**config.mk**
```make
export PLATFORM = sky130hd
export DESIGN_NAME = multicycle_ctrl_flat
export DESIGN_NICKNAME = d
export VERILOG_FILES = /design/src/rtl/multicycle_ctrl_if.sv /design/src/rtl/multicycle_ctrl.sv /design/src/flat_wrapper.sv
export SDC_FILE = /design/constraint.sdc
export NUM_CORES = 1
export LEC_CHECK = 0
export CORE_MARGIN = 5
export CORE_UTILIZATION = 46
export CTS_CLUSTER_DIAMETER = 40
export CTS_CLUSTER_SIZE = 25
export DETAILED_ROUTE_END_ITERATION = 16
export PLACE_DENSITY = 0.84
export SLEW_MARGIN = 15
export SYNTH_ARGS = -nofsm -noshare
export SYNTH_HDL_FRONTEND = slang
export SYNTH_SLANG_ARGS = --single-unit
```
**constraint.sdc**
```tcl
create_clock -name clk -period 3.4 [get_ports clk]
set_clock_uncertainty 0.2 [all_clocks]
set_input_delay 0.85 -clock clk [delete_from_list [all_inputs] [get_ports clk]]
set_output_delay 0.85 -clock clk [all_outputs]
set_load 0.02 [all_outputs]
```
**src/rtl/multicycle_ctrl_if.sv**
```systemverilog
// multicycle_ctrl_if: control-to-datapath/memory bundle for the multicycle RV32I controller.
interface multicycle_ctrl_if;
    logic [6:0] opcode;
    logic       branch_taken;
    logic       mem_ready;
    logic       mem_req;
    logic       mem_we;
    logic       ir_write;
    logic       pc_write;
    logic [1:0] pc_src;
    logic       alu_src_a;
    logic       alu_src_b;
    logic [1:0] alu_op;
    logic       reg_write;
    logic [1:0] wb_sel;
    logic       trap;
    logic [2:0] state_o;
    modport master (
        input  opcode, branch_taken, mem_ready,
        output mem_req, mem_we, ir_write, pc_write, pc_src, alu_src_a, alu_src_b,
               alu_op, reg_write, wb_sel, trap, state_o
    );
    modport slave (
        output opcode, branch_taken, mem_ready,
        input  mem_req, mem_we, ir_write, pc_write, pc_src, alu_src_a, alu_src_b,
               alu_op, reg_write, wb_sel, trap, state_o
    );
endinterface

```
**src/rtl/multicycle_ctrl.sv**
```systemverilog
// multicycle_ctrl: multicycle RV32I control FSM with wait-stated memory handshake and timeout trap.
// Define MCTRL_PERF_EN to add cycle_cnt/instret_cnt performance counters.
module multicycle_ctrl #(
    parameter int MEM_TIMEOUT = 16
) (
    input logic clk,
    input logic rst_n,
    multicycle_ctrl_if.master bus
`ifdef MCTRL_PERF_EN
    ,
    output logic [31:0] cycle_cnt,
    output logic [31:0] instret_cnt
`endif
);
    typedef enum logic [2:0] {
        IDLE = 3'd0, FETCH = 3'd1, DECODE = 3'd2, EXEC = 3'd3, MEM = 3'd4, WB = 3'd5, TRAP = 3'd7
    } state_t;
    localparam logic [6:0] OP_LOAD = 7'b0000011, OP_IALU = 7'b0010011, OP_STORE = 7'b0100011,
                           OP_BR = 7'b1100011, OP_JAL = 7'b1101111, OP_JALR = 7'b1100111,
                           OP_R = 7'b0110011;
    localparam int TW = MEM_TIMEOUT > 0 ? $clog2(MEM_TIMEOUT + 1) : 1;
    localparam logic [TW-1:0] TLIM = TW'(MEM_TIMEOUT > 0 ? MEM_TIMEOUT - 1 : 0);

    state_t state, next;
    logic [TW-1:0] timer;
    logic is_load, is_store, is_ialu, is_br, is_jal, is_jalr, is_r, legal, waiting, timeout;

    assign is_load  = bus.opcode == OP_LOAD;
    assign is_store = bus.opcode == OP_STORE;
    assign is_ialu  = bus.opcode == OP_IALU;
    assign is_br    = bus.opcode == OP_BR;
    assign is_jal   = bus.opcode == OP_JAL;
    assign is_jalr  = bus.opcode == OP_JALR;
    assign is_r     = bus.opcode == OP_R;
    assign legal    = is_load | is_store | is_ialu | is_br | is_jal | is_jalr | is_r;
    assign waiting  = (state == FETCH || state == MEM) && !bus.mem_ready;
    // The last allowed wait cycle is the one where timer reads MEM_TIMEOUT-1.
    assign timeout  = (MEM_TIMEOUT != 0) && waiting && timer == TLIM;

    always_ff @(posedge clk or negedge rst_n)
        if (!rst_n) state <= IDLE;
        else state <= next;

    always_ff @(posedge clk or negedge rst_n)
        if (!rst_n) timer <= '0;
        else if (next != state) timer <= '0;
        else if (waiting) timer <= timer + TW'(1);

    always_comb begin
        next = state;
        case (state)
            IDLE:    next = FETCH;
            FETCH:   next = bus.mem_ready ? DECODE : timeout ? TRAP : FETCH;
            DECODE:  next = legal ? EXEC : TRAP;
            EXEC:    next = (is_load | is_store) ? MEM : is_br ? FETCH : WB;
            MEM:     next = bus.mem_ready ? (is_store ? FETCH : WB) : timeout ? TRAP : MEM;
            WB:      next = FETCH;
            default: next = TRAP;
        endcase
    end

    always_comb begin
        bus.mem_req   = state == FETCH || state == MEM;
        bus.mem_we    = state == MEM && is_store;
        bus.ir_write  = state == FETCH && bus.mem_ready;
        bus.pc_write  = 1'b0;
        bus.pc_src    = 2'd0;
        bus.alu_src_a = 1'b0;
        bus.alu_src_b = 1'b0;
        bus.alu_op    = 2'd0;
        bus.reg_write = state == WB;
        bus.wb_sel    = 2'd0;
        bus.trap      = state == TRAP;
        bus.state_o   = state;
        if (state == FETCH) bus.pc_write = bus.mem_ready;
        if (state == EXEC) begin
            bus.alu_src_b = is_load | is_store | is_ialu | is_jalr;
            bus.alu_op    = (is_ialu | is_r) ? 2'd2 : is_br ? 2'd1 : 2'd0;
            bus.pc_write  = is_jal | is_jalr | (is_br & bus.branch_taken);
            bus.pc_src    = is_jalr ? 2'd2 : (is_jal | (is_br & bus.branch_taken)) ? 2'd1 : 2'd0;
        end
        if (state == WB) bus.wb_sel = is_load ? 2'd1 : (is_jal | is_jalr) ? 2'd2 : 2'd0;
    end

`ifdef MCTRL_PERF_EN
    always_ff @(posedge clk or negedge rst_n)
        if (!rst_n) begin
            cycle_cnt   <= '0;
            instret_cnt <= '0;
        end else begin
            cycle_cnt <= cycle_cnt + 32'd1;
            if (next == FETCH && (state == EXEC || state == MEM || state == WB))
                instret_cnt <= instret_cnt + 32'd1;
        end
`endif
endmodule

```
**src/flat_wrapper.sv**
```systemverilog
// flat-port wrapper written by rule: the top's interface ports become plain ports
module multicycle_ctrl_flat 
#(
    parameter int MEM_TIMEOUT = 16
)
  (clk, rst_n, bus_opcode, bus_branch_taken, bus_mem_ready, bus_mem_req, bus_mem_we, bus_ir_write, bus_pc_write, bus_pc_src, bus_alu_src_a, bus_alu_src_b, bus_alu_op, bus_reg_write, bus_wb_sel, bus_trap, bus_state_o);
  multicycle_ctrl_if bus_i ();
  input logic clk;
  input logic rst_n;
  input wire logic [$bits(bus_i.opcode)-1:0] bus_opcode;
  input wire logic [$bits(bus_i.branch_taken)-1:0] bus_branch_taken;
  input wire logic [$bits(bus_i.mem_ready)-1:0] bus_mem_ready;
  output wire logic [$bits(bus_i.mem_req)-1:0] bus_mem_req;
  output wire logic [$bits(bus_i.mem_we)-1:0] bus_mem_we;
  output wire logic [$bits(bus_i.ir_write)-1:0] bus_ir_write;
  output wire logic [$bits(bus_i.pc_write)-1:0] bus_pc_write;
  output wire logic [$bits(bus_i.pc_src)-1:0] bus_pc_src;
  output wire logic [$bits(bus_i.alu_src_a)-1:0] bus_alu_src_a;
  output wire logic [$bits(bus_i.alu_src_b)-1:0] bus_alu_src_b;
  output wire logic [$bits(bus_i.alu_op)-1:0] bus_alu_op;
  output wire logic [$bits(bus_i.reg_write)-1:0] bus_reg_write;
  output wire logic [$bits(bus_i.wb_sel)-1:0] bus_wb_sel;
  output wire logic [$bits(bus_i.trap)-1:0] bus_trap;
  output wire logic [$bits(bus_i.state_o)-1:0] bus_state_o;
  assign bus_i.opcode = bus_opcode;
  assign bus_i.branch_taken = bus_branch_taken;
  assign bus_i.mem_ready = bus_mem_ready;
  assign bus_mem_req = bus_i.mem_req;
  assign bus_mem_we = bus_i.mem_we;
  assign bus_ir_write = bus_i.ir_write;
  assign bus_pc_write = bus_i.pc_write;
  assign bus_pc_src = bus_i.pc_src;
  assign bus_alu_src_a = bus_i.alu_src_a;
  assign bus_alu_src_b = bus_i.alu_src_b;
  assign bus_alu_op = bus_i.alu_op;
  assign bus_reg_write = bus_i.reg_write;
  assign bus_wb_sel = bus_i.wb_sel;
  assign bus_trap = bus_i.trap;
  assign bus_state_o = bus_i.state_o;
  multicycle_ctrl #(.MEM_TIMEOUT(MEM_TIMEOUT)) u_core (.clk(clk), .rst_n(rst_n), .bus(bus_i));
endmodule
```
== Word-level counts from Yosys, hierarchy flattened ==
Index checks and enable logic that the tools add are counted.
W data, S select, Z words.
Word-level totals
  output and inout port bits: 17
  input bits: 11
  memories: 0
  ROM bits: 0
  latch bits: 0
  memory bits (writable): 0
  register bits after elaboration: 8
Cells by class
  bitwise gates (word level): 12
  $lt $le $gt $ge: 0
  $mul: 0
  equal/unequal tests: 15
  reductions and logical operators: 9
  muxes and demuxes: 23
  add/subtract/negate cells: 1
  divide/modulo/power cells: 0
  shifts and indexed selects: 0
Operators with widths (count)
  $eq A7 B7 Y1 const B: 3
  $mux W3: 7
  $mux W2: 8
  $pmux W3 S5: 1
  $eq A7 B6 Y1 const B: 2
  $or A1 B1 Y1: 11
  $mux W5: 2
  $eq A3 B3 Y1 const B: 3
  $eq A7 B2 Y1 const B: 1
  $eq A7 B5 Y1 const B: 1
  $eq A3 B2 Y1 const B: 2
  $add A5 B1 Y5 const B: 1
  $eq A5 B4 Y1 const B: 1
  $mux W1: 5
  $logic_and A1 B1 Y1: 4
  $eq A3 B1 Y1 const B: 1
  $logic_not A3 Y1: 1
  $ne A3 B3 Y1: 1
  $reduce_bool A2 Y1: 1
  $reduce_or A2 Y1: 1
  $and A1 B1 Y1: 1
  $logic_not A1 Y1: 1
  $logic_or A1 B1 Y1: 1

== Depth between registers and ports, before layout ==
  depth in word-level cells: 11
  depth in mapped cells: 7

== Least setup slack after synthesis ==
No wires, ideal clock.
  path type: in2out
  start point: in bus_opcode[3]
  end point: out bus_mem_we
  arrival: 2096 ps
  stages on the path: 4
  required time: 2350 ps
  slack: 254 ps
  path buffers: 1
  path through: clkbuf_1 -> nor3_2 -> nand2_1 -> nor4b_1
Between the ends
  longest elaborated chain between the ends: 2
RTL lines
  start: declaration: RTL line flat_wrapper.sv:10  | input wire logic [$bits(bus_i.opcode)-1:0] bus_opcode;
  $eq A7 B6 Y1: RTL line multicycle_ctrl.sv:29  | assign is_store = bus.opcode == OP_STORE;
  $logic_and A1 B1 Y1: RTL line multicycle_ctrl.sv:64  | bus.mem_we = state == MEM && is_store;
  end: declaration: RTL line flat_wrapper.sv:14  | output wire logic [$bits(bus_i.mem_we)-1:0] bus_mem_we;
No other way between the ends.

== Final worst setup path ==
  start point: in bus_opcode[0]
  end point: out bus_wb_sel[0]
Between the ends
  longest elaborated chain between the ends: 3
RTL lines
  $eq A7 B2 Y1: RTL line multicycle_ctrl.sv:28  | assign is_load = bus.opcode == OP_LOAD;
  $mux W2 (2 in a row): RTL line multicycle_ctrl.sv:82  | if (state == WB) bus.wb_sel = is_load ? 2'd1 : (is_jal | is_jalr) ? 2'd2 : 2'd0;
  end: declaration: RTL line flat_wrapper.sv:22  | output wire logic [$bits(bus_i.wb_sel)-1:0] bus_wb_sel;
No other way between the ends.

==> summary.txt <==
GR Util All Layers - 16.4%
fillcell total - 130
Synth area leader - dfrtp_1
Core Util, Final - 71.0%
synthesized instance count - 89
met2 Track Usage GR - 29.4%
initial antenna violation count - 0
ANT cells - 0
via count - 798
Layout area overhead - 47.2%
Clk pin slew, worst setup/hold paths - 0.05 ns
fin area - 1060 sq um
met1 Use GR - 17.3%
routed len/inst - 13.5 microns
cts hold-fix bufs - 0
f_max - 299 MHz
latest clock arrival within the worst-skew pair - 0.25 ns
Hold Worst Slack - 0.343 ns
Power Density - 660 nW/um^2
Leak Pwr - 0.486 nW
Placed Area - 1070 sq um
Final Hold Vio Count - 0
count of input and output buffers - 26
Power, Total - 0.698 mW
Initial Utilization - 48.2%
Routability Congestion - 0.811
TritonCTS clock tree - built
Crit path arrival time - 2.30 ns
final setup vio count - 0
root cell of the clock tree - clkbuf_4
vias in the first global route - 786
FF+latch count, synth - 8
Hold Path Class - flop to flop
sequential area share after synthesis - 27.9%
iteration count of the initial detailed-routing pass - 4
Max IR drop VDD - 0.000431 V
status - completed
largest net degree at the start of global routing - 13
post-DP HPWL - 1580 microns
type of origin of the critical path - input pin
Max Cap Violations - 0
# IOs - 28
fin crit share - 98.5%
DRC errors left - 0
gr ovfl total - 0
post-cts sizing count - 20
Die X - 49.5 microns
H-Tree Depth - 1
clock sink total - 8
Core Area - 1490 sq um
Synth warnings - 0
layout cells sized above 1 - 26.0%
WS Path Type - input pin to output port
GRT Max-Usage Layer - met2
Synth Cell Area - 718 sq um
Vias/cell - 5.58
nets - 142
# rows - 14
global-route met3 utilization - 3.92%
Mapped Avg Cell Area - 8.07 sq um
RSZ-0062 raised after global routing - false
CP Max Fanout - 5
Final Slew Violations - 0
Post-Syn Nets - 102
Clock Path Buffers - 2
Critical Path RT - 2.35 ns
area share of the largest cell type after synthesis - 27.9%
die height - 49.5 microns
full die area - 2450 sq um
first-pass GRT wire length - 3240 microns
Yosys cell types - 35
antenna viol nets, final - 0
fin crit period - 3.35 ns
CTS Buf Count - 3
endpoint class of the critical path - output port
top cells by area, synth - dfrtp_1 28%, nor2_1 6.3%, nand3_1 4.2%
setup bufs post-CTS - 0
number of DRC markers in iteration 0 - 5
total wire length - 1930 microns
## flip-flops by register name, summed over array words and instances, names as in the netlist
name,count
u_core.bus.state_o,3
u_core.timer,5
## per-layer routing
metal,wire length (microns),up-vias
met5,0,-
met4,45,0
met3,116,6
met2,962,25
met1,805,374
li1,-,393
## cell families (layout without fill, tap and decap cells)
| kind of cell | count (synthesis) | count (layout) | share of synthesized area, % |
|---|---|---|---|
| AOI/OAI and AO/OA | 15 | 15 | 16.2 |
| xor gates and xnor gates | 5 | 5 | 6.10 |
| adders and majority gates | 2 | 2 | 3.48 |
| buffers and inverters | 11 | 49 | 7.32 |
| DFF | 8 | 8 | 27.9 |
| muxes | 2 | 2 | 2.96 |
| other | 1 | 1 | 0.522 |
| and+or+nand+nor | 45 | 45 | 35.5 |
## final timing paths
| check | cells after the start | from | slack, ns | end |
|---|---|---|---|---|
| max | 6 | bus_opcode[0] | 0.05 | bus_wb_sel[0] |
| min | 2 | u_core.timer[1]$_DFFE_PN0P_ | 0.34 | u_core.timer[1]$_DFFE_PN0P_ |
| max reg2reg | 7 | u_core.timer[0]$_DFFE_PN0P_ | 1.38 | u_core.timer[4]$_DFFE_PN0P_ |
| min reg2reg | 2 | u_core.timer[1]$_DFFE_PN0P_ | 0.34 | u_core.timer[1]$_DFFE_PN0P_ |
| max in group asynchronous | 1 | rst_n | 2.06 | u_core.bus.state_o[0]$_DFF_PN0_ |
| min in group asynchronous | 1 | rst_n | 0.67 | u_core.timer[0]$_DFFE_PN0P_ |
## metrics by stage
| step | setup WS, ns | setup TNS [ns] | instances |
|---|---|---|---|
| final | 0.0508 | 0 | 143 |
| after detailed placement | -0.383 | -2.82 | 140 |
| after global placement | -0.340 | -2.45 | 140 |
| after CTS | 0.00380 | 0 | 143 |
| after global routing | 0.000859 | 0 | 143 |
| after floorplan | 0.254 | 0 | 89 |
## cells in the final DEF, fill, tap and decap left out, drive strengths merged, types with 2 or more instances in the layout
master / n
clkdlybuf4s50: 17
dfrtp: 8
nand2b: 2
clkbuf: 7
o21ai: 2
xnor2: 2
nor2: 12
buf: 18
nand3: 6
inv: 6
o221ai: 2
nor3b: 2
nor3: 7
xor2: 3
and3: 4
ha: 2
a21oi: 5
nand2: 5
## area by class of cell
cell class	count	area (sq um)	area share, %
multi-input combinational	70	467	44.1
sequential	8	200	18.9
tap	16	20.0	1.89
timing repair buffer	40	325	30.8
inverter	6	22.5	2.13
clock buffer	3	22.5	2.13
## report_power, final
part	total, mW	internal (mW)	switching [mW]
Clock	0.0719	0.0403	0.0316
Sequential	0.140	0.121	0.0194
Combinational	0.486	0.213	0.272
Total	0.698	0.375	0.323
## synth_stat cells, drive strengths merged
master / count
dfrtp: 8
a211oi: 1
nand3b: 1
o22ai: 1
mux2i: 1
xor2: 3
o221ai: 2
nand3: 6
nand4: 1
and3: 4
clkbuf: 2
mux2: 1
buf: 3
and2b: 1
nand2b: 2
nand2: 5
o21ai: 2
a2bb2oi: 1
nor4b: 1
o31ai: 1
nor3: 7
nor2b: 1
o211ai: 1
inv: 6
xnor2: 2
a21oi: 5
nor3b: 2
or2: 1
a22oi: 1
ha: 2
nor2: 12
conb: 1
and3b: 1
## critical path, stage by stage
cell             delay, ns
clkdlybuf4s50_1       0.50
and3b_2               0.25
nand2_1               0.09
buf_4                 0.14
nor3_1                0.15
clkdlybuf4s15_1       0.33
(Power assumes the default switching activity.)
